===== src/rtl/apb2axi_rd_resp_collector.sv =====
// AXI R-channel collector: buffers one read burst, checks ID/length/response,
// then replays the beats to the APB-side consumer with a burst-wide error flag.
module apb2axi_rd_resp_collector #(
  parameter int DATA_W    = 32,
  parameter int MAX_BEATS = 16,
  parameter int ID_W      = 4
) (
  input  logic              clk,
  input  logic              resetn,
  input  logic              exp_valid,
  output logic              exp_ready,
  input  logic [7:0]        exp_len,
  input  logic [ID_W-1:0]   exp_id,
  input  logic              r_valid,
  output logic              r_ready,
  input  logic [DATA_W-1:0] r_data,
  input  logic [1:0]        r_resp,
  input  logic              r_last,
  input  logic [ID_W-1:0]   r_id,
  output logic              rd_valid,
  input  logic              rd_ready,
  output logic [DATA_W-1:0] rd_data,
  output logic              rd_err,
  output logic              rd_last,
  output logic [ID_W-1:0]   rd_id
);

  localparam int AW = $clog2(MAX_BEATS);
  localparam int CW = AW + 1;

  localparam logic [1:0] S_IDLE    = 2'd0;
  localparam logic [1:0] S_COLLECT = 2'd1;
  localparam logic [1:0] S_DRAIN   = 2'd2;

  logic [1:0]        state;
  logic [7:0]        len_q;
  logic [ID_W-1:0]   id_q;
  logic [CW-1:0]     wr_cnt;
  logic [CW-1:0]     rd_idx;
  logic [8:0]        beat_cnt;
  logic              err_q;
  logic [DATA_W-1:0] mem [MAX_BEATS];

  logic in_idle, in_collect, in_drain;
  logic desc_acc, beat_acc, rd_acc;
  logic full, beat_err, last_idx;

  assign in_idle    = (state == S_IDLE);
  assign in_collect = (state == S_COLLECT);
  assign in_drain   = (state == S_DRAIN);

  assign desc_acc = in_idle & exp_valid;
  assign beat_acc = in_collect & r_valid;
  assign rd_acc   = in_drain & rd_ready;

  assign full = (wr_cnt == CW'(MAX_BEATS));

  // beat_cnt saturates at 256, which can never match an 8-bit len, so very
  // long bursts still flag a length error without wrapping.
  assign beat_err = full | r_resp[1] | (r_id != id_q) |
                    (r_last & (beat_cnt != {1'b0, len_q}));

  assign last_idx = (rd_idx == (wr_cnt - CW'(1)));

  assign exp_ready = in_idle;
  assign r_ready   = in_collect;
  assign rd_valid  = in_drain;
  assign rd_data   = in_drain ? mem[rd_idx[AW-1:0]] : '0;
  assign rd_err    = in_drain & err_q;
  assign rd_last   = in_drain & last_idx;
  assign rd_id     = in_drain ? id_q : '0;

  always_ff @(posedge clk or negedge resetn) begin
    if (!resetn) begin
      state    <= S_IDLE;
      len_q    <= '0;
      id_q     <= '0;
      wr_cnt   <= '0;
      rd_idx   <= '0;
      beat_cnt <= '0;
      err_q    <= 1'b0;
    end else begin
      case (state)
        S_IDLE: begin
          if (desc_acc) begin
            len_q    <= exp_len;
            id_q     <= exp_id;
            wr_cnt   <= '0;
            rd_idx   <= '0;
            beat_cnt <= '0;
            err_q    <= 1'b0;
            state    <= S_COLLECT;
          end
        end
        S_COLLECT: begin
          if (beat_acc) begin
            if (!full) wr_cnt <= wr_cnt + CW'(1);
            if (beat_cnt != 9'h100) beat_cnt <= beat_cnt + 9'd1;
            err_q <= err_q | beat_err;
            if (r_last) state <= S_DRAIN;
          end
        end
        S_DRAIN: begin
          if (rd_acc) begin
            rd_idx <= rd_idx + CW'(1);
            if (last_idx) state <= S_IDLE;
          end
        end
        default: state <= S_IDLE;
      endcase
    end
  end

  always_ff @(posedge clk) begin
    if (beat_acc && !full) mem[wr_cnt[AW-1:0]] <= r_data;
  end

endmodule

===== config.mk =====
export PLATFORM = sky130hd
export DESIGN_NAME = apb2axi_rd_resp_collector
export DESIGN_NICKNAME = d
export VERILOG_FILES = /design/src/rtl/apb2axi_rd_resp_collector.sv
export SDC_FILE = /design/constraint.sdc
export NUM_CORES = 1
export LEC_CHECK = 0
export CORE_MARGIN = 4
export CORE_UTILIZATION = 55
export CTS_CLUSTER_DIAMETER = 60
export CTS_CLUSTER_SIZE = 16
export DETAILED_ROUTE_END_ITERATION = 16
export MAX_ROUTING_LAYER = met4
export PLACE_DENSITY = 0.77
export SETUP_SLACK_MARGIN = 0.4
export SYNTH_ARGS = -nofsm -noshare
export SYNTH_HDL_FRONTEND = slang
export SYNTH_SLANG_ARGS = --single-unit

===== constraint.sdc =====
create_clock -name clk -period 3.1 [get_ports clk]
set_clock_uncertainty 0.05 [all_clocks]
set_input_delay 0.62 -clock clk [delete_from_list [all_inputs] [get_ports clk]]
set_output_delay 0.62 -clock clk [all_outputs]
set_load 0.02 [all_outputs]

==> qor.yml, run 1 <==
grt_pass1_vias: 11000
cp.buffers_inverters: 4
synth_area_um2: 21500
syn_nets: 1085
clk_pin_slew_ns: 0.07
drt-total-wl_um: 47900
cts_tree: "built"
die-area_um2: 42200
cts_sinks: 546
nets: 1266
ys.flop_type: "edfxtp_1"
critical_path.startpoint: "rd_idx[0]"
critPathTopFamily: "multiplexers"
fin_hold_ws_ns: 0.381
yosys_warnings: 0
yosysSeqAreaShare_pct: 75.6
die_w_um: 206
core-area_um2: 38600
clockBufferDepth: 3
synthArstFlopShare_pct: 6.23
drc_errors: 0
rrSetupSlack_ns: 0.79
hpwl_um: 25000
r2r_start: "state[1]"
htreeDepth: 2
violations: "setup timing"
worst_setup_path_end_kind: "output pin"
synthCells: 1021
rsz0062_at_grt: "yes"
report.final.hold_viol_count: 0
ctsHoldBuffers: 0
finalWorstSetupSlack_ns: -0.0715
cts_buffers: 42
synthTopCellsByCount: "512 x edfxtp_1, 128 x mux4_2, 69 x mux2i_1"
synth.distinct_cells: 41
antenna_found_initial: 1
clk_latency_ns: 0.56
power.total_uw: 19200
drtIter0Drc: 1219
cap_violations: 0
pre_cts_slack_ns: -0.00128
routed_via_density: 6.18
critPathMaxFanout: 8
path_cells: "buf_12 -> buf_16 -> buf_16 -> mux4_2 -> mux2i_2 -> o22ai_2 -> buf_6"
yosysMostFrequentCell: "edfxtp_1"
root_buffer: "clkbuf_16"
start_kind: "flop"
drt-pass1-iter-count: 5
place_inst: 1646
synth_edf_count: 512
finalMaxSlewViolations: 0
ir_worst_vdd_mv: 0.496
slowest_delay_ns: 0.53
drive_above_1_share_pct: 29.1
antenna_left: 0
portBuffers: 95
vias: 10700
gr-total-overflow: 0
groute.usage.overall_pct: 23.6
period_needed_ns: 3.17
min_path_type: "in2async"
ys_ff_latch: 546
synth_top_area_share_pct: 71.6
nFillCells: 2406
grt_max_degree: 42
critPathMostFrequentCell: "buf_16"
grt_pass1_wl_um: 70700
syn2layout_area_growth_pct: 18.4
outcome: "complete, but fails checks"
pin_count: 97
fin_cells: 1732
finalCritPeriodShare_pct: 102
synth_top_cell_by_area: "edfxtp_1"
cp_slowest_cell: "dfrtp_4"
synth.avg_cell_area_um2: 21.0
tightest_slew_ns: 0.583
die_height_um: 206
max_freq_mhz: 315
arrival_ns: 2.50
p_leak_uw: 0.00819
powerDensity_nw_per_um2: 755
gp_congestion: 0.781
setup_viol_count_final: 10
start_util_pct: 55.5
required_ns: 2.43
slew_headroom_pct: 61.0
critical_path_class: "reg2out"
floorplan.rows: 72
post-route-cell-area_um2: 25400
place_area_um2: 23700
post_drt_wl_per_cell_um: 27.6
synthTopCellsByArea: "edfxtp_1 72%, mux4_2 13%, dfrtp_1 4.0%, mux2i_1 3.2%, o22ai_1 0.96%"
-- power breakdown --
group | leakage [uW] | switching [uW] | internal (uW)
logic | 0.00253 | 2520 | 2860
clock network | 0.000608 | 2410 | 2770
registers | 0.00505 | 198 | 8430
-- worst paths after layout --
check | endpoint | depth (start not counted)
setup reg to reg | mem[1][18] | 6
setup / recovery | rd_data[0] | 7
min in group clk | err_q | 2
hold / removal | rd_idx[0] | 1
hold reg to reg | err_q | 2
max in group asynchronous | state[0] | 2
-- flip-flops by register name (all words and copies together), names as in the netlist --
register	count
beat_cnt	9
err_q	1
id_q	4
rd_idx	5
state	2
mem	512
wr_cnt	5
len_q	8
-- cells by family after synthesis --
logic type,synth area share (%)
flip-flops,75.6
multiplexers,16.7
adder cells (fa/ha/maj),0.466
AO/OA/AOI/OAI,1.58
XOR/XNOR,1.18
AND/OR/NAND/NOR,2.99
buffers and inverters,1.53
-- per-stage QoR --
step                util (%)  setup TNS (ns)
floorplan                  -               0
global placement        61.2        -0.00327
detailed placement      61.2        -0.00128
CTS                     65.2          -0.755
global route            65.8           -2.13
finish                  65.8          -0.254
-- placed cells by master (no fill, tap or decap), types with 14 or more instances in the layout --
| master | n |
|---|---|
| dfrtp_1 | 31 |
| buf_4 | 50 |
| buf_2 | 17 |
| clkbuf_16 | 46 |
| clkdlybuf4s50_1 | 55 |
| edfxtp_1 | 512 |
| o22ai_1 | 28 |
| buf_12 | 37 |
| and2_2 | 15 |
| nand2_1 | 50 |
| nor2_1 | 19 |
| mux4_2 | 128 |
| xor2_1 | 14 |
| xnor2_1 | 14 |
| mux2i_1 | 61 |
-- layout make-up --
cell class | count | area, um^2 | area share, %
well taps | 518 | 648 | 2.55
multi-input cells | 414 | 5020 | 19.7
repair buffers | 191 | 2240 | 8.82
clock inverters | 8 | 110 | 0.433
diodes | 1 | 2.50 | 0.00984
clock buffers | 47 | 1130 | 4.46
inverters | 7 | 26.3 | 0.103
flip-flops and latches | 546 | 16200 | 63.9
-- per-layer routing --
layer	vias to the layer above	track usage, %	routed length [um]
met4	0	6.56	988
met5	-	-	0
li1	4532	-	-
met1	5578	32.8	18800
met2	519	37.3	24300
met3	72	3.77	3860
-- repair_timing --
| action | CTS | global route |
|---|---|---|
| pin swaps | 7 | 6 |
| gates cloned | 4 | 1 |
| setup endpoints to repair | 40 | 34 |
| buffers inserted | 17 | 8 |
| resized for setup | 180 | 30 |
(Power assumes the default switching activity.)
==> run 2: changes to the inputs <==
--- a/config.mk
+++ b/config.mk
@@ -13,6 +13,7 @@
 export MAX_ROUTING_LAYER = met4
 export PLACE_DENSITY = 0.77
 export SETUP_SLACK_MARGIN = 0.4
+export SKIP_LAST_GASP = 1
 export SYNTH_ARGS = -nofsm -noshare
 export SYNTH_HDL_FRONTEND = slang
 export SYNTH_SLANG_ARGS = --single-unit
==> run 2 against run 1 <==
The flow still finishes with violations (setup timing). Total power hardly changed. Non-clock buffer count grew 3. Final area hardly changed. Sequential share of layout area is essentially flat. Die area unchanged. Critical path depth did not move. Core utilization about the same. Hold slack improved by 0.0011 ns. Clock-buffer cell count stayed put. Sequential power hardly changed. First-iteration DRC count down 9.1%. Cell count increased by 0.17%. Critical path type unchanged. Largest power group unchanged. Highest routed layer unchanged.
==> qor.yml, run 2 (same netlist as run 1, synthesis figures left out) <==
outcome: "complete, but fails checks"
violations: "setup timing"
grt_max_degree: 42
post_drt_wl_per_cell_um: 27.6
cp_slowest_cell: "dfrtp_4"
drtIter0Drc: 1108
vias: 10800
tightest_slew_ns: 0.586
hpwl_um: 25000
htreeDepth: 2
cts_sinks: 546
p_leak_uw: 0.00821
required_ns: 2.43
core-area_um2: 38600
grt_pass1_vias: 11000
critPathMostFrequentCell: "buf_12"
setup_viol_count_final: 21
drive_above_1_share_pct: 28.9
portBuffers: 95
pre_cts_slack_ns: -0.00128
syn2layout_area_growth_pct: 18.5
place_area_um2: 23700
pin_count: 97
die_height_um: 206
place_inst: 1646
ir_worst_vdd_mv: 0.495
finalMaxSlewViolations: 0
report.final.hold_viol_count: 0
min_path_type: "in2async"
nets: 1269
clk_latency_ns: 0.56
period_needed_ns: 3.20
nFillCells: 2418
cap_violations: 0
fin_cells: 1735
cp.buffers_inverters: 4
slowest_delay_ns: 0.51
powerDensity_nw_per_um2: 755
antenna_found_initial: 1
gp_congestion: 0.781
die_w_um: 206
critPathTopFamily: "multiplexers"
floorplan.rows: 72
root_buffer: "clkbuf_16"
post-route-cell-area_um2: 25400
start_kind: "flop"
largest_reg_flops: 512
groute.usage.overall_pct: 23.6
max_freq_mhz: 313
clk_pin_slew_ns: 0.07
cts_buffers: 42
critPathMaxFanout: 8
grt_pass1_wl_um: 70800
antenna_left: 0
path_cells: "buf_12 -> buf_12 -> buf_16 -> mux4_2 -> mux2i_1 -> o22ai_2 -> buf_6"
drt-pass1-iter-count: 5
finalWorstSetupSlack_ns: -0.0958
finalSetupTns_ns: -0.867
slew_headroom_pct: 60.8
die-area_um2: 42200
worst_setup_path_end_kind: "output pin"
clockBufferDepth: 3
final_common_cell: "edfxtp_1"
cts_tree: "built"
gr-total-overflow: 0
routed_via_density: 6.21
rsz0062_at_grt: "yes"
power.total_uw: 19200
critical_path_class: "reg2out"
drt-total-wl_um: 47800
finalCritPeriodShare_pct: 103
drc_errors: 0
start_util_pct: 55.5
arrival_ns: 2.53
final_cell_mix: "512 x edfxtp_1, 128 x mux4_2, 63 x mux2i_1"
## run 2: cell count changes in the layout (fill, tap and decap cells not counted), moves of 2 or more
cell | previous run | this run
clkbuf_16 | 46 | 48
buf_12 | 37 | 34
buf_4 | 50 | 55
buf_6 | 13 | 11
mux2i_1 | 61 | 63
mux2i_2 | 8 | 6
## run 2: report_power, final
| part | leakage, uW | switching [uW] | total, uW | internal (uW) |
|---|---|---|---|---|
| combinational | 0.00255 | 2510 | 5390 | 2880 |
| clock | 0.000608 | 2390 | 5160 | 2770 |
| sequential | 0.00505 | 203 | 8640 | 8430 |
## run 2: layout make-up
type                            instances  area [um^2]  share of cell area, %
Sequential cell                       546        16200                   63.9
Tap cell                              518          648                   2.55
Timing Repair Buffer                  194         2270                   8.92
Antenna cell                            1         2.50                0.00984
Multi-Input combinational cell        414         5000                   19.7
Clock buffer                           47         1130                   4.46
Inverter                                7         26.3                  0.103
Clock inverter                          8          110                  0.433
## run 2: path summary, 6_finish.rpt
kind                            from          end  slack, ns  cells after the start
max reg2reg                 state[1]   mem[2][16]       0.79                      6
max                        rd_idx[0]   rd_data[0]       -0.1                      7
min reg2reg                    err_q        err_q       0.45                      2
min in group clk               err_q        err_q       0.45                      2
min                           resetn  beat_cnt[7]       0.38                      1
max in group asynchronous     resetn    wr_cnt[2]       1.89                      2
## run 2: per-stage QoR
stage	utilization, %	hold WS, ns
CTS	65.2	0.376
detailed placement	61.2	0.435
finish	65.8	0.382
global route	65.8	0.405
global placement	61.2	0.425
floorplan	-	0.274
## run 2: what timing repair did
action / in CTS / in global routing
endpoints found under the setup margin: 40 / 34
gates resized for setup: 170 / 28
pin swaps: 7 / 6
setup buffers: 17 / 9
hold buffers: 0 / 0
cloned: 4 / 3
hold endpoints to repair: 0 / 0
## run 2: worst reg2reg max path: cells and delay by family, from the launching register on
kind	cells	cell delay (ns)
compound gates	1	0.46
buf+inv	3	0.62
flops	1	0.39
simple gates	2	0.46
## run 2: routing by layer
layer / vias to the layer above / part of all wire [%] / GRT usage, %
li1: 4537 / - / -
met1: 5649 / 39 / 32.7
met2: 504 / 50 / 37.2
met3: 79 / 8.1 / 3.86
met4: 0 / 2.4 / 6.99
met5: - / 0 / -
